$ cat config.mk
export PLATFORM = sky130hd
export DESIGN_NAME = dmem_arbiter
export DESIGN_NICKNAME = d
export VERILOG_FILES = /design/src/rtl/dmem_arbiter.sv
export SDC_FILE = /design/constraint.sdc
export NUM_CORES = 1
export LEC_CHECK = 0
export ABC_AREA = 1
export BUFFER_PORTS_ARGS = -buffer_cell sky130_fd_sc_hd__buf_4
export CAP_MARGIN = 10
export CORE_ASPECT_RATIO = 0.6
export CORE_MARGIN = 1.5
export CORE_UTILIZATION = 35
export DETAILED_ROUTE_END_ITERATION = 6
export GPL_TIMING_DRIVEN = 0
export HOLD_SLACK_MARGIN = 0.03
export PLACE_DENSITY_LB_ADDON = 0.12
export SYNTH_ARGS = -nofsm -noshare
export SYNTH_HDL_FRONTEND = slang
export SYNTH_SLANG_ARGS = --single-unit
$ cat constraint.sdc
create_clock -name clk -period 2 [get_ports clk]
set_input_delay 0.3 -clock clk [delete_from_list [all_inputs] [get_ports clk]]
set_output_delay 0.3 -clock clk [all_outputs]
set_load 0.01 [all_outputs]
$ cat src/rtl/dmem_arbiter.sv
// Two-port (core / DMA) data-memory arbiter with misalignment suppression and registered load return.
// Contention policy: fixed core priority with DMA starvation counter, or round-robin when DMEM_ARB_RR_EN is defined.
module dmem_arbiter #(
  parameter int WAIT_MAX = 4
) (
  input  logic        clk,
  input  logic        n_rst,
  input  logic        c_req,
  input  logic        c_we,
  input  logic [11:0] c_addr,
  input  logic [31:0] c_wdata,
  input  logic [2:0]  c_funct3,
  output logic        c_gnt,
  output logic        c_rvalid,
  output logic [31:0] c_rdata,
  input  logic        d_req,
  input  logic        d_we,
  input  logic [11:0] d_addr,
  input  logic [31:0] d_wdata,
  input  logic [2:0]  d_funct3,
  output logic        d_gnt,
  output logic        d_rvalid,
  output logic [31:0] d_rdata,
  output logic        MemWr,
  output logic        MemRead,
  output logic [11:0] addr,
  output logic [31:0] write_data,
  output logic [2:0]  funct3,
  input  logic [31:0] data_read,
  output logic        misalign_err
);

  function automatic logic is_misaligned(input logic [2:0] f3, input logic [11:0] a);
    return ((f3[1:0] == 2'd1) && a[0]) || ((f3 == 3'd2) && (a[1:0] != 2'b00));
  endfunction

  logic last_gnt;
  logic dma_wins;
  logic sel_we;
  logic sel_mis;
  logic any_gnt;

`ifdef DMEM_ARB_RR_EN
  // Round-robin: on contention the requester that did not win last time goes.
  always_comb begin
    dma_wins = (last_gnt == 1'b0);
  end
`else
  localparam int CW = (WAIT_MAX < 1) ? 1 : $clog2(WAIT_MAX + 1);
  logic [CW-1:0] wait_cnt;

  always_comb begin
    dma_wins = (wait_cnt == CW'(WAIT_MAX));
  end

  always_ff @(posedge clk or negedge n_rst) begin
    if (!n_rst) begin
      wait_cnt <= '0;
    end else if (d_gnt || !d_req) begin
      wait_cnt <= '0;
    end else if (wait_cnt != CW'(WAIT_MAX)) begin
      wait_cnt <= wait_cnt + CW'(1);
    end
  end
`endif

  // Grants are held off entirely while reset is asserted.
  always_comb begin
    c_gnt = 1'b0;
    d_gnt = 1'b0;
    if (n_rst) begin
      if (c_req && d_req) begin
        if (dma_wins) begin
          d_gnt = 1'b1;
        end else begin
          c_gnt = 1'b1;
        end
      end else begin
        c_gnt = c_req;
        d_gnt = d_req;
      end
    end
  end

  always_comb begin
    MemWr      = 1'b0;
    MemRead    = 1'b0;
    addr       = '0;
    write_data = '0;
    funct3     = '0;
    sel_we     = 1'b0;
    sel_mis    = 1'b0;
    any_gnt    = c_gnt | d_gnt;
    if (c_gnt) begin
      addr       = c_addr;
      write_data = c_wdata;
      funct3     = c_funct3;
      sel_we     = c_we;
      sel_mis    = is_misaligned(c_funct3, c_addr);
    end else if (d_gnt) begin
      addr       = d_addr;
      write_data = d_wdata;
      funct3     = d_funct3;
      sel_we     = d_we;
      sel_mis    = is_misaligned(d_funct3, d_addr);
    end
    // A misaligned access still consumes its grant but never strobes memory.
    if (any_gnt) begin
      MemWr   = sel_we & ~sel_mis;
      MemRead = ~sel_we & ~sel_mis;
    end
  end

  always_ff @(posedge clk or negedge n_rst) begin
    if (!n_rst) begin
      c_rvalid     <= 1'b0;
      d_rvalid     <= 1'b0;
      misalign_err <= 1'b0;
      c_rdata      <= '0;
      d_rdata      <= '0;
      last_gnt     <= 1'b1;
    end else begin
      c_rvalid     <= c_gnt & ~c_we;
      d_rvalid     <= d_gnt & ~d_we;
      misalign_err <= any_gnt & sel_mis;
      if (c_gnt && !c_we) begin
        c_rdata <= sel_mis ? 32'h0 : data_read;
      end
      if (d_gnt && !d_we) begin
        d_rdata <= sel_mis ? 32'h0 : data_read;
      end
      if (any_gnt) begin
        last_gnt <= d_gnt;
      end else begin
        last_gnt <= last_gnt;
      end
    end
  end

endmodule

# Word-level counts from Yosys, hierarchy flattened
# Index checks and enable logic that the tools add are counted.
[word_totals] ff_bits=70 input_bits=132 output_inout_bits=118 word_cells=60
[classes] add_sub_neg=1 eq_ne=6 n_mux=21 n_bitwise=10 reduce_logical=16
[op_table] operator="$mux W32" count=3
[op_table] operator="$mux W12" count=2
[op_table] operator="$mux W1" count=12
[op_table] operator="$mux W3" count=4
[op_table] operator="$logic_and A1 B1 Y1" count=7
[op_table] operator="$eq A3 B2 Y1 const B" count=2
[op_table] operator="$reduce_bool A2 Y1" count=3
[op_table] operator="$and A1 B1 Y1" count=5
[op_table] operator="$eq A2 B1 Y1 const B" count=2
[op_table] operator="$not A1 Y1" count=4
[op_table] operator="$add A3 B1 Y3 const B" count=1
[op_table] operator="$eq A3 B3 Y1 const B" count=1
[op_table] operator="$logic_not A1 Y1" count=3
[op_table] operator="$logic_or A1 B1 Y1" count=3
[op_table] operator="$ne A3 B3 Y1 const B" count=1
[op_table] operator="$or A1 B1 Y1" count=1

# Logic depth before layout (Yosys ltp)
# Gate-level depths: netlist of the first run.
[depth] word_depth=9 depth_mapped=10 ltp_nobuf=9

# Worst setup path before layout of the first run
# No wires, ideal clock.
[synth_path] path_kind="register to output" startpoint="reg wait_cnt[0]" endpoint="out write_data[13]" arrival_time_ns=1.433 required_time_ns=1.700 setup_slack_ns=0.267 path_stages_with_launch=8 path_buffers=2 path_cell_list="dfrtp_1 inv_1 ha_1 nand2_1 a21oi_1 buf_2 buf_2 a22o_1"
[synth_via] elab_chain_len=6 elab_cells_between_ends=9 cone_classes="1 x eq/ne; 8 x mux"
[synth_rtl] element="start, declared" line_no="50" rtl="logic [CW-1:0] wait_cnt;"
[synth_rtl] element="start signal, assigned" line_no="62" rtl="wait_cnt <= wait_cnt + CW'(1);"
[synth_rtl] element="$eq A3 B3 Y1" line_no="53" rtl="dma_wins = (wait_cnt == CW'(WAIT_MAX));"
[synth_rtl] element="$mux W1" line_no="73" rtl="if (dma_wins) begin"
[synth_rtl] element="$mux W1" line_no="72" rtl="if (c_req && d_req) begin"
[synth_rtl] element="$mux W1" line_no="71" rtl="if (n_rst) begin"
[synth_rtl] element="net d_gnt" line_no="21" rtl="output logic d_gnt,"
[synth_rtl] element="$mux W32" line_no="100" rtl="end else if (d_gnt) begin"
[synth_rtl] element="$mux W32" line_no="94" rtl="if (c_gnt) begin"
[synth_rtl] element="end, declared" line_no="27" rtl="output logic [31:0] write_data,"
# The timed path passes the listed nets, and every way through them passes these cells.

# Worst setup path in the final report of the first run
[layout_path] startpoint="reg wait_cnt[0]" endpoint="out write_data[26]"
[layout_via] elab_chain_len=6 elab_cells_between_ends=9 cone_classes="1 x eq/ne; 8 x mux"
[layout_rtl] element="$eq A3 B3 Y1 *" line_no="53"
[layout_rtl] element="$mux W1" line_no="73"
[layout_rtl] element="$mux W1" line_no="72"
[layout_rtl] element="$mux W1" line_no="71"
[layout_rtl] element="$mux W32" line_no="100"
[layout_rtl] element="$mux W32 *" line_no="94"
# Every way passes the cells marked *; elsewhere a longest branch is shown, timed or not.

==> impl_metrics.tcl, run 1 <==
set metrics [dict create \
    syn2layout_area_growth_pct 77.1 \
    routabilityCongestion 0.825 \
    p_int_w 0.00360 \
    antenna_found_initial 0 \
    n_antenna_cell 0 \
    gr-total-overflow 0 \
    arrival_ns 1.83 \
    r2r_end "c_rdata[23]" \
    die_w_um 132 \
    ant_nets 0 \
    worstPathMaxFanout 8 \
    ys_seq_area_share_pct 50.0 \
    worstMarginPinSlew_ns 0.450 \
    drc 0 \
    cpPeakStageDelay_ns 0.40 \
    rrSetupSlack_ns 0.22 \
    start_util_pct 35.8 \
    synth_compound_area_share_pct 12.8 \
    hold_path_class "in2async" \
    drt-initial-drc-count 287 \
    path_delay_family "buffers and inverters" \
    cp_slowest_cell "dfrtp_1" \
    num_rows 28 \
    synth_top_family_by_area "simple AND/OR/NAND/NOR gates" \
    coreArea_um2 9770 \
    layout_commonest_cell "buf_4" \
    clk_path_buf_depth 2 \
    max_cap_violations 0 \
    num_io_pins 250 \
    io_buffers 249 \
    comb_power_share_pct 30.3 \
    switchingPower_w 0.00148 \
    cp-start-kind "flip-flop" \
    synth_xor_area_share_pct 0.250 \
    cts_made_buffers 9 \
    avgSynthCellArea_um2 8.80 \
    vdd_drop_max_v 0.000537 \
    first_pass_iters 5 \
    rsz0062_at_grt "true" \
    ff2ff_path_depth 10 \
    vias 4178 \
    path_buf_inv 4 \
    wl_mm 14.3 \
    clkTransAtPathRegs_ns 0.06 \
    drv_slew 0 \
    power_leakage_nw 3.42 \
    track_usage_pct 27.0 \
    swShare_pct 29.1 \
    fin_skew_ns 0.00977 \
    synth_fp_nets 532 \
    tns_ns -3.59 \
    violations "negative hold slack, negative setup slack" \
    syn_area_um2 3500 \
    yosys.area_share.simple_pct 28.8 \
    layout_setup_ws_ns -0.133 \
    required_ns 1.70 \
    hold_viol 70 \
    crit_type "reg2out" \
    clock_sinks 70 \
    wire_per_inst_um 17.6 \
    final_cell_mix "254 x buf_4, 140 x nand2_1, 70 x dfrtp_1" \
    syn_inst 398 \
    path_depth 8 \
    cp-end-kind "primary output" \
    die-area_um2 10600 \
    total_power_w 0.00508 \
    cts_root_buf "clkbuf_16" \
    power.density_nw_per_um2 819 \
    dp_hpwl_mm 10.6 \
    grt_pass1_wl_mm 22.0 \
    critical_path.endpoint "write_data[26]" \
    multi_input_area_um2 1580 \
    ys_ff_latch 70 \
    slew_headroom_pct 70.0 \
    post-place-ws_ns -0.702 \
    max_freq_mhz 469 \
    synth.area.mux_share_pct 0 \
    setup_violations 47 \
    crit_path_start "wait_cnt[0]" \
    fin_crit_sh_pct 107 \
    cts.htree.levels 3 \
    seqCellArea_um2 1750 \
    crit_chain "inv_2 -> ha_4 -> nand2_4 -> a21oi_4 -> buf_8 -> buf_6 -> a22o_1 -> buf_4" \
    cts_tree "built" \
    grt_pass1_vias 4056 \
    routed_via_density 5.15 \
    fin_crit_ns 2.13 \
    status "finished with violations" \
    num-fill-cells 839 \
    yosysWarnings 0 \
    worstReg2RegStart "wait_cnt[0]" \
    grt_start_max_net_pins 75 \
    drive_above_1_share_pct 49.0 \
    pwr-share-clk_pct 33.1 \
    seqPwrFrac_pct 36.6 \
    worstSkewPairLatency_ns 0.33 \
    die_h_um 80.5 \
    holdWs_ns -0.138 \
    nets 806 \
    synthAdderAreaFrac_pct 0.715 \
    synth_cell_types 21 \
]
## synth_stat cells
library cell / number / area (um2)
xnor2_1: 1 / 8.76
dfrtp_1: 70 / 1750
nor2_2: 1 / 6.26
ha_1: 2 / 25.0
inv_2: 3 / 11.3
nand3_2: 1 / 10.0
nand2_2: 2 / 12.5
a22o_1: 44 / 385
buf_2: 26 / 130
nor2_1: 5 / 18.8
buf_6: 5 / 56.3
o21ai_0: 6 / 30.0
nor2_4: 1 / 11.3
o22ai_1: 3 / 18.8
nand2_1: 141 / 529
nand4_1: 64 / 400
clkbuf_1: 4 / 15.0
inv_1: 11 / 41.3
clkinv_1: 1 / 3.75
a21oi_1: 3 / 15.0
nand3_1: 4 / 20.0
## power by group through the flow
stage	Clock [W]	Sequential, W	Combinational [W]
6_report	0.00168	0.00186	0.00154
5_1_grt	0.00175	0.00189	0.00168
4_1_cts	0.00170	0.00185	0.00153
3_5_place_dp	0	0.00187	0.00145
3_3_place_gp	0	0.00186	0.00143
2_1_floorplan	0	0.00197	0.000437
## sequential cells by signal, indices dropped and copies added (netlist names)
register,cells
d_rdata,32
misalign_err,1
c_rdata,32
c_rvalid,1
wait_cnt,3
d_rvalid,1
## area by class of cell
type                            instances  share of cell area (%)
Inverter                               15                   0.989
Timing Repair Buffer                  263                    32.5
Clock inverter                          3                   0.646
Multi-Input combinational cell        278                    25.5
Sequential cell                        70                    28.2
Buffer                                 35                    4.80
Clock buffer                           13                    4.52
Tap cell                              135                    2.72
## cells by family (layout without fill, tap and decap cells)
group | Yosys count | count (layout)
buf+inv | 50 | 329
flops | 70 | 70
simple gates | 219 | 219
xor+xnor | 1 | 1
fa+ha+maj | 2 | 2
compound gates | 56 | 56
## metal layers
layer	up-vias	wire length [um]	GRT usage (%)
met3	13	1170	7.64
met4	0	142	6.33
met5	-	0	0
met1	2024	6510	37.8
met2	186	6470	41.4
li1	1955	-	-
## how the worst min path moves through the flow
stage / end / slack (ns) / startpoint
2_1_floorplan: c_rdata[0] / 0.004 / n_rst
3_3_place_gp: c_rdata[18] / 0.47 / c_rdata[18]
3_5_place_dp: c_rdata[13] / 0.47 / c_rdata[13]
4_1_cts: misalign_err / -0.05 / n_rst
5_1_grt: misalign_err / -0.10 / n_rst
6_report: misalign_err / -0.14 / n_rst
## metrics by stage
step	util, %	instance area (um2)	instances	hold slack (ns)
2_1_floorplan	-	3500	398	0.00441
3_3_place_gp	56.7	5540	782	0.465
3_5_place_dp	56.7	5540	782	0.468
4_1_cts	62.6	6120	809	-0.0538
5_1_grt	63.4	6200	812	-0.105
6_report	63.4	6200	812	-0.138
## what timing repair did
action                                 4_1_cts  5_1_grt
buffers inserted                             9        3
resized for setup                           47       14
endpoints found under the hold margin       70       70
setup endpoints to repair                   86       80
pin swaps                                    9        7
gates cloned                                 2        0
No activity file was read; power rests on OpenSTA's default activity.
==> run 2, diff against run 1 <==
- CTS_BUF_LIST: default -> sky130_fd_sc_hd__clkbuf_8
==> run 2 against run 1 <==
Against the previous run: the flow still finishes with violations (negative hold slack, negative setup slack); critical endpoint is now addr[0]; register-to-register slack about the same; setup slack improved by 0.022 ns; clock skew decreased by 0.00077 ns; via count decreased by 0.50%; critical path type unchanged; clock power decreased by 27%; hold slack got worse by 0.0053 ns; flip-flop and latch count unchanged; combinational power about the same; die area unchanged; design area decreased by 1.6%.
==> impl_metrics.tcl, run 2 (synthesis results as in run 1) <==
set metrics [dict create \
    status "finished with violations" \
    violations "negative hold slack, negative setup slack" \
    slew_headroom_pct 69.4 \
    first_pass_iters 4 \
    cpMostUsedCell "buf_6" \
    num_io_pins 250 \
    io_buffers 249 \
    arrival_ns 1.81 \
    wl_mm 14.1 \
    fin_skew_ns 0.00900 \
    die-area_um2 10600 \
    tns_ns -3.06 \
    setup_violations 47 \
    fin_area_um2 6100 \
    routabilityCongestion 0.825 \
    drc 0 \
    syn2layout_area_growth_pct 74.3 \
    place_area_um2 5540 \
    power.density_nw_per_um2 758 \
    fin_cells 812 \
    worstMarginPinSlew_ns 0.459 \
    die_h_um 80.5 \
    vias 4157 \
    cp-start-kind "flip-flop" \
    cp_slowest_cell "dfrtp_1" \
    antenna_found_initial 0 \
    layout_commonest_cell "buf_4" \
    reg_top3 "c_rdata (32), d_rdata (32), wait_cnt (3)" \
    path_buf_inv 4 \
    wire_per_inst_um 17.4 \
    holdWs_ns -0.144 \
    clk_path_buf_depth 2 \
    clock_sinks 70 \
    cts_tree "built" \
    nets 806 \
    max_freq_mhz 474 \
    gr-total-overflow 0 \
    die_w_um 132 \
    max_cap_violations 0 \
    hold_viol 70 \
    worstSkewPairLatency_ns 0.33 \
    fin_crit_sh_pct 106 \
    required_ns 1.70 \
    cts.htree.levels 3 \
    grt_start_max_net_pins 75 \
    path_delay_family "buffers and inverters" \
    clkTransAtPathRegs_ns 0.08 \
    power_leakage_nw 3.37 \
    vdd_drop_max_v 0.000398 \
    ant_nets 0 \
    drive_above_1_share_pct 49.0 \
    dp.cells 782 \
    layout_setup_ws_ns -0.111 \
    cts_made_buffers 9 \
    fin_crit_ns 2.11 \
    n_antenna_cell 0 \
    routed_via_density 5.12 \
    final_cell_mix "253 x buf_4, 140 x nand2_1, 70 x dfrtp_1" \
    drv_slew 0 \
    grt_pass1_wl_mm 21.8 \
    drt-initial-drc-count 349 \
    cpPeakStageDelay_ns 0.40 \
    hold_path_class "in2async" \
    crit_type "reg2out" \
    cts_root_buf "clkbuf_8" \
    num_rows 28 \
    grt_pass1_vias 4042 \
    cp-end-kind "primary output" \
    dp_hpwl_mm 10.6 \
    coreArea_um2 9770 \
    utilization_pct 62.4 \
    track_usage_pct 26.6 \
    total_power_w 0.00462 \
    start_util_pct 35.8 \
    rsz0062_at_grt "true" \
    worstPathMaxFanout 8 \
    crit_chain "inv_2 -> ha_4 -> nand2_4 -> a21oi_4 -> buf_8 -> buf_6 -> a22o_1 -> buf_6" \
]
-- run 2: cell counts in the layout (fill, tap and decap cells not counted) --
Identical to the previous run, type by type.
-- run 2: final cells by class --
cell class | count | area (um2)
multi-input combinational | 278 | 1580
timing repair buffer | 263 | 2020
tap | 135 | 169
fill | 855 | 3670
buffer | 35 | 298
sequential | 70 | 1750
clock buffer | 13 | 179
clock inverter | 3 | 40.0
inverter | 15 | 61.3
-- run 2: final timing paths --
kind	cells after the start	slack, ns	end	start
max in group asynchronous	1	1.81	d_rdata[9]	n_rst
setup / recovery	8	-0.11	addr[0]	wait_cnt[0]
hold / removal	1	-0.14	misalign_err	n_rst
setup reg to reg	10	0.23	c_rdata[23]	wait_cnt[0]
min in group clk	3	0.23	c_rdata[18]	data_read[18]
hold reg to reg	2	0.48	d_rdata[29]	d_rdata[29]
-- run 2: timing repair --
action / 4_1_cts / 5_1_grt
gates resized for setup: 47 / 15
buffers inserted: 9 / 3
endpoints found under the hold margin: 70 / 70
pin swaps: 9 / 6
setup endpoints to repair: 82 / 80
cloned: 2 / 0
-- run 2: where the power goes --
group | internal (W) | total [W] | switching (W)
Combinational | 0.000823 | 0.00154 | 0.000718
Sequential | 0.00168 | 0.00185 | 0.000171
Clock | 0.000709 | 0.00123 | 0.000523
Total | 0.00321 | 0.00462 | 0.00141
-- run 2: worst reg2reg max path, cell delays in order, from the launching register on --
cell and delay (ns):
dfrtp_1 0.40, inv_2 0.07, ha_4 0.14, nand2_4 0.06, a21oi_4 0.18, nand3_2 0.13, buf_6 0.15, buf_4 0.16
buf_2 0.20, nand4_1 0.10, nand2_1 0.06
-- run 2: routing by layer --
layer	wire, um	up-vias	GRT usage (%)	share of wire (%)
met5	0	-	0	0
met4	85	0	5.00	0.60
met3	975	8	7.64	6.9
met2	6410	157	41.0	45
met1	6660	2040	37.4	47
li1	-	1952	-	-
-- run 2: stage by stage --
| step | hold slack, ns | setup slack [ns] |
|---|---|---|
| floorplan | 0.00441 | 0.267 |
| global placement | 0.465 | -0.668 |
| detailed placement | 0.468 | -0.702 |
| CTS | -0.0678 | -0.116 |
| global route | -0.138 | -0.196 |
| finish | -0.144 | -0.111 |
